## src/rtl/mem_arb_pkg.sv

```systemverilog
// mem_arb_pkg: shared types and reset constants for the instruction/LSU memory port arbiter.
package mem_arb_pkg;
  typedef enum logic {MST_INSTR = 1'b0, MST_DATA = 1'b1} mst_id_e;
  typedef enum logic {ST_UNLOCKED = 1'b0, ST_LOCKED = 1'b1} lock_state_e;
  localparam mst_id_e LAST_GRANT_RST = MST_DATA;
endpackage

```

## src/rtl/owner_fifo.sv

```systemverilog
// owner_fifo: in-order queue of master IDs for granted transactions still awaiting a response.
module owner_fifo
  import mem_arb_pkg::*;
#(
  parameter int DEPTH = 2
) (
  input  logic    clk,
  input  logic    rst_n,
  input  logic    push_i,
  input  mst_id_e id_i,
  input  logic    pop_i,
  output mst_id_e id_o,
  output logic    empty_o,
  output logic    full_o
);
  localparam int PW = DEPTH > 1 ? $clog2(DEPTH) : 1;
  localparam int CW = $clog2(DEPTH + 1);
  logic [DEPTH-1:0] ids_q, ids_d;
  logic [PW-1:0] wptr_q, wptr_d, rptr_q, rptr_d;
  logic [CW-1:0] cnt_q, cnt_d;
  logic do_push, do_pop;
  always_comb begin
    empty_o = cnt_q == '0;
    full_o  = cnt_q == CW'(DEPTH);
    id_o    = mst_id_e'(ids_q[rptr_q]);
    do_push = push_i && !full_o;
    do_pop  = pop_i && !empty_o;
    ids_d   = ids_q;
    if (do_push) ids_d[wptr_q] = id_i;
    wptr_d = do_push ? (wptr_q == PW'(DEPTH - 1) ? '0 : wptr_q + 1'b1) : wptr_q;
    rptr_d = do_pop ? (rptr_q == PW'(DEPTH - 1) ? '0 : rptr_q + 1'b1) : rptr_q;
    cnt_d  = (do_push && !do_pop) ? cnt_q + 1'b1 : (do_pop && !do_push) ? cnt_q - 1'b1 : cnt_q;
  end
  always_ff @(posedge clk or negedge rst_n) begin
    if (!rst_n) begin
      ids_q  <= '0;
      wptr_q <= '0;
      rptr_q <= '0;
      cnt_q  <= '0;
    end else begin
      ids_q  <= ids_d;
      wptr_q <= wptr_d;
      rptr_q <= rptr_d;
      cnt_q  <= cnt_d;
    end
  end
endmodule

```

## src/rtl/mem_port_arbiter.sv

```systemverilog
// mem_port_arbiter: round-robin sharing of one memory port between instruction fetch and LSU.
module mem_port_arbiter
  import mem_arb_pkg::*;
#(
  parameter int ADDR_WIDTH      = 32,
  parameter int DATA_WIDTH      = 32,
  parameter int MAX_OUTSTANDING = 2
) (
  input  logic                    clk,
  input  logic                    rst_n,
  input  logic                    instr_req_i,
  input  logic [ADDR_WIDTH-1:0]   instr_addr_i,
  output logic                    instr_gnt_o,
  output logic                    instr_rvalid_o,
  output logic [DATA_WIDTH-1:0]   instr_rdata_o,
  input  logic                    data_req_i,
  input  logic [ADDR_WIDTH-1:0]   data_addr_i,
  input  logic                    data_we_i,
  input  logic [DATA_WIDTH/8-1:0] data_be_i,
  input  logic [DATA_WIDTH-1:0]   data_wdata_i,
  output logic                    data_gnt_o,
  output logic                    data_rvalid_o,
  output logic [DATA_WIDTH-1:0]   data_rdata_o,
  output logic                    mem_req_o,
  output logic [ADDR_WIDTH-1:0]   mem_addr_o,
  output logic                    mem_we_o,
  output logic [DATA_WIDTH/8-1:0] mem_be_o,
  output logic [DATA_WIDTH-1:0]   mem_wdata_o,
  input  logic                    mem_gnt_i,
  input  logic                    mem_rvalid_i,
  input  logic [DATA_WIDTH-1:0]   mem_rdata_i
);
  lock_state_e state_q, state_d;
  mst_id_e lock_owner_q, lock_owner_d, last_grant_q, last_grant_d, sel, head_id;
  logic full, empty, hs, is_data;
  always_comb begin
    sel = (state_q == ST_LOCKED) ? lock_owner_q :
          (instr_req_i && data_req_i) ? (last_grant_q == MST_DATA ? MST_INSTR : MST_DATA) :
          (data_req_i ? MST_DATA : MST_INSTR);
    is_data     = sel == MST_DATA;
    mem_req_o   = rst_n && (is_data ? data_req_i : instr_req_i) && !full;
    hs          = mem_req_o && mem_gnt_i;
    mem_addr_o  = is_data ? data_addr_i : instr_addr_i;
    mem_we_o    = is_data && data_we_i;
    mem_be_o    = is_data ? data_be_i : '1;
    mem_wdata_o = is_data ? data_wdata_i : '0;
    instr_gnt_o = hs && !is_data;
    data_gnt_o  = hs && is_data;
    instr_rvalid_o = mem_rvalid_i && !empty && head_id == MST_INSTR;
    data_rvalid_o  = mem_rvalid_i && !empty && head_id == MST_DATA;
    instr_rdata_o  = mem_rdata_i;
    data_rdata_o   = mem_rdata_i;
  end
  // A request offered but not accepted pins the owner so its address stays on the bus.
  always_comb begin
    state_d      = state_q;
    lock_owner_d = lock_owner_q;
    last_grant_d = last_grant_q;
    if (hs) begin
      state_d      = ST_UNLOCKED;
      last_grant_d = sel;
    end else if (mem_req_o) begin
      state_d      = ST_LOCKED;
      lock_owner_d = sel;
    end
  end
  always_ff @(posedge clk or negedge rst_n) begin
    if (!rst_n) begin
      state_q      <= ST_UNLOCKED;
      lock_owner_q <= MST_INSTR;
      last_grant_q <= LAST_GRANT_RST;
    end else begin
      state_q      <= state_d;
      lock_owner_q <= lock_owner_d;
      last_grant_q <= last_grant_d;
    end
  end
  owner_fifo #(.DEPTH(MAX_OUTSTANDING)) u_owner_fifo (
    .clk    (clk),
    .rst_n  (rst_n),
    .push_i (hs),
    .id_i   (sel),
    .pop_i  (mem_rvalid_i),
    .id_o   (head_id),
    .empty_o(empty),
    .full_o (full)
  );
endmodule

```

## config.mk

```make
export PLATFORM = sky130hd
export DESIGN_NAME = mem_port_arbiter
export DESIGN_NICKNAME = d
export VERILOG_FILES = /design/src/rtl/mem_arb_pkg.sv /design/src/rtl/owner_fifo.sv /design/src/rtl/mem_port_arbiter.sv
export SDC_FILE = /design/constraint.sdc
export NUM_CORES = 1
export LEC_CHECK = 0
export BUFFER_PORTS_ARGS = -buffer_cell sky130_fd_sc_hd__buf_2
export CAP_MARGIN = 5
export CORE_AREA = 10 10 98 100
export CTS_CLUSTER_DIAMETER = 40
export CTS_CLUSTER_SIZE = 16
export DETAILED_ROUTE_END_ITERATION = 8
export DIE_AREA = 0 0 108 110
export GPL_TIMING_DRIVEN = 1
export PLACE_DENSITY = 0.64
export SLEW_MARGIN = 20
export SYNTH_ARGS = -nofsm -noshare
export SYNTH_HDL_FRONTEND = slang
export SYNTH_HIERARCHICAL = 1
export SYNTH_SLANG_ARGS = --single-unit
```

## constraint.sdc

```tcl
create_clock -name clk -period 2.2 [get_ports clk]
set_clock_uncertainty 0.1 [all_clocks]
set_input_delay 0.22 -clock clk [delete_from_list [all_inputs] [get_ports clk]]
set_output_delay 0.22 -clock clk [all_outputs]
set_load 0.02 [all_outputs]
```

# == After elaboration in Yosys (flattened, before gate mapping) ==
# Cells that the tools add are included.
# totals
reg_bits,9
output_inout_bits,138
# op_classes
n_addsub,4
n_lt_le_gt_ge,3
eq_ne,1
mux,19
n_bitwise,2
n_reduce_logical,23
# op_table
cell,n
2-to-1 mux 32 bit,2
logical AND 1 bit,14
2-to-1 mux 1 bit,12
zero test 1 bit,5
less-than comparator 1 x 2 -> 1 bit (second input constant),2
2-to-1 mux 2 bit,2
2-to-1 mux 4 bit,1
nonzero test 2 bit,2
adder 1 bit (second input constant),2
adder 2 x 1 -> 2 bit (second input constant),1
bitwise mux 2 bit,1
== test 2 bit (second input constant),1
zero test 2 bit,1
inverter 1 bit,2
AND reduction 2 bit,1
subtractor 2 x 1 -> 2 bit (second input constant),1
demux 1 bit (select 1 bit),1
>= comparator 1 bit (second input constant),1

# == Depth between registers and ports, before layout ==
# logic_depth
word_depth,12
depth_mapped,9
ltp_nobuf,9

# == Cells and area by module ==
# Netlist, hierarchy kept.
# by_module_without_submodules
module,instances,cells_per_inst,area_per_inst_um2
mem_port_arbiter,1,169,1382.6
owner_fifo,1,23,284.0

# == Least setup slack after synthesis ==
# OpenSTA, ideal clock, no wires.
# synth_timing
path_type,register to register
start,register last_grant_q
end,register u_owner_fifo.cnt_q[1]
setup_time_ns,0.079
arrival_ns,1.850
t_required_ns,2.021
slack_ns,0.170
stages_incl_launch_ff,9
n_path_buf,1
cell_sequence,dfstp_2 nand2_1 a22oi_4 buf_6 a21boi_0 and2_1 ha_1 nor2_1 xor2_1
# synth_between
elab_chain_len,11
# synth_rtl
element,line_no,rtl
start: declaration,mem_port_arbiter.sv:34,"mst_id_e lock_owner_q, lock_owner_d, last_grant_q, last_grant_d, sel, head_id;"
start signal: assignment,mem_port_arbiter.sv:75,last_grant_q <= last_grant_d;
2-to-1 mux 1 bit * (2 in series),mem_port_arbiter.sv:38,(instr_req_i && data_req_i) ? (last_grant_q == MST_DATA ? MST_INSTR : MST_DATA) :
2-to-1 mux 1 bit *,mem_port_arbiter.sv:37,sel = (state_q == ST_LOCKED) ? lock_owner_q :
2-to-1 mux 1 bit *,mem_port_arbiter.sv:41,mem_req_o = rst_n && (is_data ? data_req_i : instr_req_i) && !full;
logical AND 1 bit * (2 in series),mem_port_arbiter.sv:41,
logical AND 1 bit *,mem_port_arbiter.sv:42,hs = mem_req_o && mem_gnt_i;
net hs,mem_port_arbiter.sv:35,"logic full, empty, hs, is_data;"
logical AND 1 bit *,owner_fifo.sv:26,do_push = push_i && !full_o;
net u_owner_fifo.do_push,owner_fifo.sv:21,"logic do_push, do_pop;"
zero test 1 bit,owner_fifo.sv:32,cnt_d = (do_push && !do_pop) ? cnt_q + 1'b1 : (do_pop && !do_push) ? cnt_q - 1'b1 : cnt_q;
logical AND 1 bit,owner_fifo.sv:32,
nonzero test 2 bit (no line),--,
end signal: assignment,owner_fifo.sv:44,cnt_q <= cnt_d;
end: declaration,owner_fifo.sv:20,"logic [CW-1:0] cnt_q, cnt_d;"
# The timed path passes the listed nets; every way through them passes the cells marked *.
# A chain may end at the register's enable or synchronous reset.

# == Worst setup path after layout ==
# layout_timing
start,register last_grant_q
end,output mem_addr_o[8]
# layout_between
elab_chain_len,4
# layout_rtl
element,line_no,rtl
2-to-1 mux 1 bit (2 in series),mem_port_arbiter.sv:38,
2-to-1 mux 1 bit,mem_port_arbiter.sv:37,
2-to-1 mux 32 bit,mem_port_arbiter.sv:43,mem_addr_o = is_data ? data_addr_i : instr_addr_i;
end: declaration,mem_port_arbiter.sv:25,"output logic [ADDR_WIDTH-1:0] mem_addr_o,"
# Every way passes these cells.

==> metrics.log <==
INFO  metric layout-drive-gt1-share = between 70 and 80%
INFO  metric setup_total_negative_slack = 0 ps
INFO  metric max_cap_viol_count = 0
INFO  metric worst_hold_slack = 193 ps
INFO  metric vdd_drop_max = approximately 530 µV
INFO  metric std_cell_rows = 32
INFO  metric critical_path.reg2reg.endpoint = u_owner_fifo/cnt_q[1]
INFO  metric final_util = 33.3%
INFO  metric grt.total_usage = 10.3%
INFO  metric worstReg2RegStart = u_owner_fifo/cnt_q[1]
INFO  metric yosysTopAreaCell = sky130_fd_sc_hd__buf_4
INFO  metric postSynthCellCount = between 150 and 200
INFO  metric antennaDiodeCount = 0
INFO  metric finish.net_count = 458
INFO  metric root_buffer = sky130_fd_sc_hd__clkbuf_8
INFO  metric max_clock_freq = 0.464 GHz
INFO  metric detailed_place.area = 2190 µm²
INFO  metric setup_violations = 0
INFO  metric grt_first_pass_wirelength = 9710 µm
INFO  metric hold_worst_path_end = state_q
INFO  metric placeableCoreArea = approximately 7600 µm²
INFO  metric cts_buffer_depth = 2
INFO  metric clk_latency = 230 ps
INFO  metric die_height = 110 µm
INFO  metric synthMostInstantiatedCell = sky130_fd_sc_hd__buf_4
INFO  metric register_clock_pin_slew_on_the_reported_worst_setup_and_hold_paths = 40 ps
INFO  metric postSynthRegisterBits = 9
INFO  metric place_congestion = 0.806
INFO  metric yosys-top-cells-count = 66 x sky130_fd_sc_hd__buf_4, 35 x sky130_fd_sc_hd__and2_1, 30 x sky130_fd_sc_hd__mux2_2, 8 x sky130_fd_sc_hd__dfrtp_1, 6 x sky130_fd_sc_hd__nand2b_1
INFO  metric final_antenna_net_count = 0
INFO  metric cp-start-kind = register
INFO  metric detailroute.via_count = 1715
INFO  metric setup_repair_after_global_routing_missed_its_margin = true
INFO  metric detailedRoute.firstPassIterationCount = 4
INFO  metric grt_max_degree = 44
INFO  metric post-route-cell-area = 2550 µm²
INFO  metric htree_levels = 1
INFO  metric critPathKind = reg -> out
INFO  metric ys_top_cells_by_area = sky130_fd_sc_hd__buf_4 30%, sky130_fd_sc_hd__mux2_2 20%, sky130_fd_sc_hd__and2_1 13%, sky130_fd_sc_hd__dfrtp_1 12%, sky130_fd_sc_hd__mux2_1 3.4%
INFO  metric die-area = 11900 µm²
INFO  metric synth_enable_flop_cells = 0
INFO  metric cts_num_sinks = 9
INFO  metric port_buffers = 180
INFO  metric grt_antenna_before_repair = 0
INFO  metric timing.hold.worst.start = data_req_i
INFO  metric leakage_power = 1.43 nW
INFO  metric die_x = 108 µm
INFO  metric area_growth_syn_to_layout = 52.9%
INFO  metric ys_seq_area_share = 13.6%
INFO  metric synthesis.nets = 332
INFO  metric ys_warn_count = 6
INFO  metric critical_path_arrival = about 1800 ps
INFO  metric end_kind = primary output
INFO  metric hold_path.class = in -> reg
INFO  metric wire_per_inst = 18.1 µm
INFO  metric hpwlAfterDp = ~6300 µm
INFO  metric pin_count = around 280
INFO  metric syn-cell-area = roughly 1700 µm²
INFO  metric slew_limit_fails = 0
INFO  metric vias_in_the_first_global_route = between 1500 and 2000
INFO  metric cts_tree = done
INFO  metric cts_made_buffers = 3
INFO  metric dr.first_iter.drc_count = 42
INFO  metric min_delay_path_depth = 3
INFO  metric synth_top_cell_area_share = a little under 30%
INFO  metric r2r_slack = 170 ps
INFO  metric finalHoldViolCount = 0
INFO  metric post-route-period-util = 97.9%
INFO  metric outcome = finished, final reports clean
INFO  metric timing.critical_path.fanout_max = 5
INFO  metric required = 1880 ps
INFO  metric period_needed = 2150 ps
INFO  metric async_set_or_reset_register_ratio_after_synthesis = 100%
INFO  metric viasPerCell = between 4 and 5
INFO  metric syn_area_per_cell = approximately 8.7 µm²
INFO  metric overflow = 0
INFO  metric synthDistinctLibCells = 32
INFO  metric route.final.wire_length = 7580 µm
INFO  metric drt_drc_violations_left = 0
INFO  metric tightestPinTransition = a little under 400 ps
INFO  metric initial_core_util = 21.8%
INFO  metric slew_headroom = 73.9%
INFO  metric cellPowerDensity = around 1300 nW/µm²
INFO  metric reg2regPathDepth = 8
INFO  metric synth_top_flop_cell = sky130_fd_sc_hd__dfrtp_1
==> metrics by stage <==
stage / cells / total power [mW] / setup slack [ps]
6_report: 419 / 3.26 / 45.6
5_1_grt: 419 / 3.49 / -21.8
4_1_cts: 414 / 2.79 / 21.7
3_5_place_dp: 407 / 2.56 / 66.4
3_3_place_gp: 407 / 2.52 / 158
2_1_floorplan: 192 / 2.04 / 170
==> how the worst max path moves through the flow <==
stage	from	endpoint	slack (ps)	depth (start not counted)
after floorplan	last_grant_q	u_owner_fifo/cnt_q[1]	170	8
after global placement	u_owner_fifo/cnt_q[0]	u_owner_fifo/cnt_q[1]	160	9
after detailed placement	u_owner_fifo/cnt_q[0]	u_owner_fifo/cnt_q[1]	70	8
after CTS	rst_n	instr_gnt_o	20	7
after global routing	last_grant_q	mem_addr_o[2]	-20	6
final	last_grant_q	mem_addr_o[8]	50	6
==> worst max-delay path, cell delays in order, from the launching register on <==
cell and delay (ps):
sky130_fd_sc_hd__dfstp_2 530, sky130_fd_sc_hd__nand2_2 70, sky130_fd_sc_hd__a22oi_4 230, sky130_fd_sc_hd__buf_12 170, sky130_fd_sc_hd__clkbuf_16 150, sky130_fd_sc_hd__mux2_4 310, sky130_fd_sc_hd__buf_6 140
==> what timing repair did <==
| item | 4_1_cts | 5_1_grt |
|---|---|---|
| cloned | 0 | 3 |
| endpoints found under the setup margin | 21 | 69 |
| pin swaps | 0 | 1 |
| resized for setup | 1 | 60 |
| hold buffers | 2 | 0 |
| buffers inserted | 1 | 2 |
| hold endpoints to repair | 8 | 0 |
==> sequential cells by signal (all words and copies together) (netlist names) <==
signal	count
last_grant_q	1
lock_owner_q	1
state_q	1
u_owner_fifo/cnt_q	2
u_owner_fifo/ids_q	2
u_owner_fifo/rptr_q	1
u_owner_fifo/wptr_q	1
==> layout make-up <==
type	instances	area [µm²]
flip-flops and latches	9	226
multi-input cells	109	941
inverters	3	13.8
fillers	806	5100
clock buffers	4	45.0
well taps	102	128
repair buffers	192	1190
==> cells by family (layout without fill, tap and decap cells) <==
family	count (synthesis)	in the layout	synth area share (%)
buffers and inverters	74	199	32.5
AND/OR/NAND/NOR	59	59	22.3
multiplexers	36	36	24.2
flip-flops	9	9	13.6
AO/OA/AOI/OAI	8	8	3.98
XOR/XNOR	5	5	2.63
adder cells (fa/ha/maj)	1	1	0.751
==> metal layers <==
metal  wire length (µm)  share of wire [%]  global-route usage, %  up-vias
met3               1040                 14                   6.50       24
li1                   -                  -                      -      817
met1               2390                 32                   8.64      752
met4                197                2.6                   5.73        0
met2               3950                 52                   18.2      122
met5                  0                  0                      0        -
==> where the power goes <==
part,leakage (nW),total (mW),switching [mW],internal (mW)
clock network,0.0228,0.189,0.0629,0.126
logic,1.30,2.74,1.42,1.31
registers,0.106,0.338,0.0796,0.259
total,1.43,3.26,1.57,1.70
==> cells in the final DEF, fill, tap and decap left out, types with 2 or more instances in the layout <==
master,n
sky130_fd_sc_hd__inv_1,2
sky130_fd_sc_hd__buf_4,5
sky130_fd_sc_hd__buf_6,21
sky130_fd_sc_hd__dlygate4sd3_1,2
sky130_fd_sc_hd__mux2_1,5
sky130_fd_sc_hd__buf_12,2
sky130_fd_sc_hd__nand2b_1,6
sky130_fd_sc_hd__clkbuf_8,3
sky130_fd_sc_hd__mux2_2,20
sky130_fd_sc_hd__mux2_4,10
sky130_fd_sc_hd__nand3_1,2
sky130_fd_sc_hd__and2_1,35
sky130_fd_sc_hd__clkbuf_16,2
sky130_fd_sc_hd__xnor2_1,2
sky130_fd_sc_hd__a22o_1,2
sky130_fd_sc_hd__nor3b_1,2
sky130_fd_sc_hd__dfrtp_1,8
sky130_fd_sc_hd__nand3b_1,2
sky130_fd_sc_hd__xor2_1,3
sky130_fd_sc_hd__nand2_1,2
sky130_fd_sc_hd__nor2_1,3
sky130_fd_sc_hd__o21ai_0,3
sky130_fd_sc_hd__buf_2,159
No activity file was read; power rests on OpenSTA's default activity.
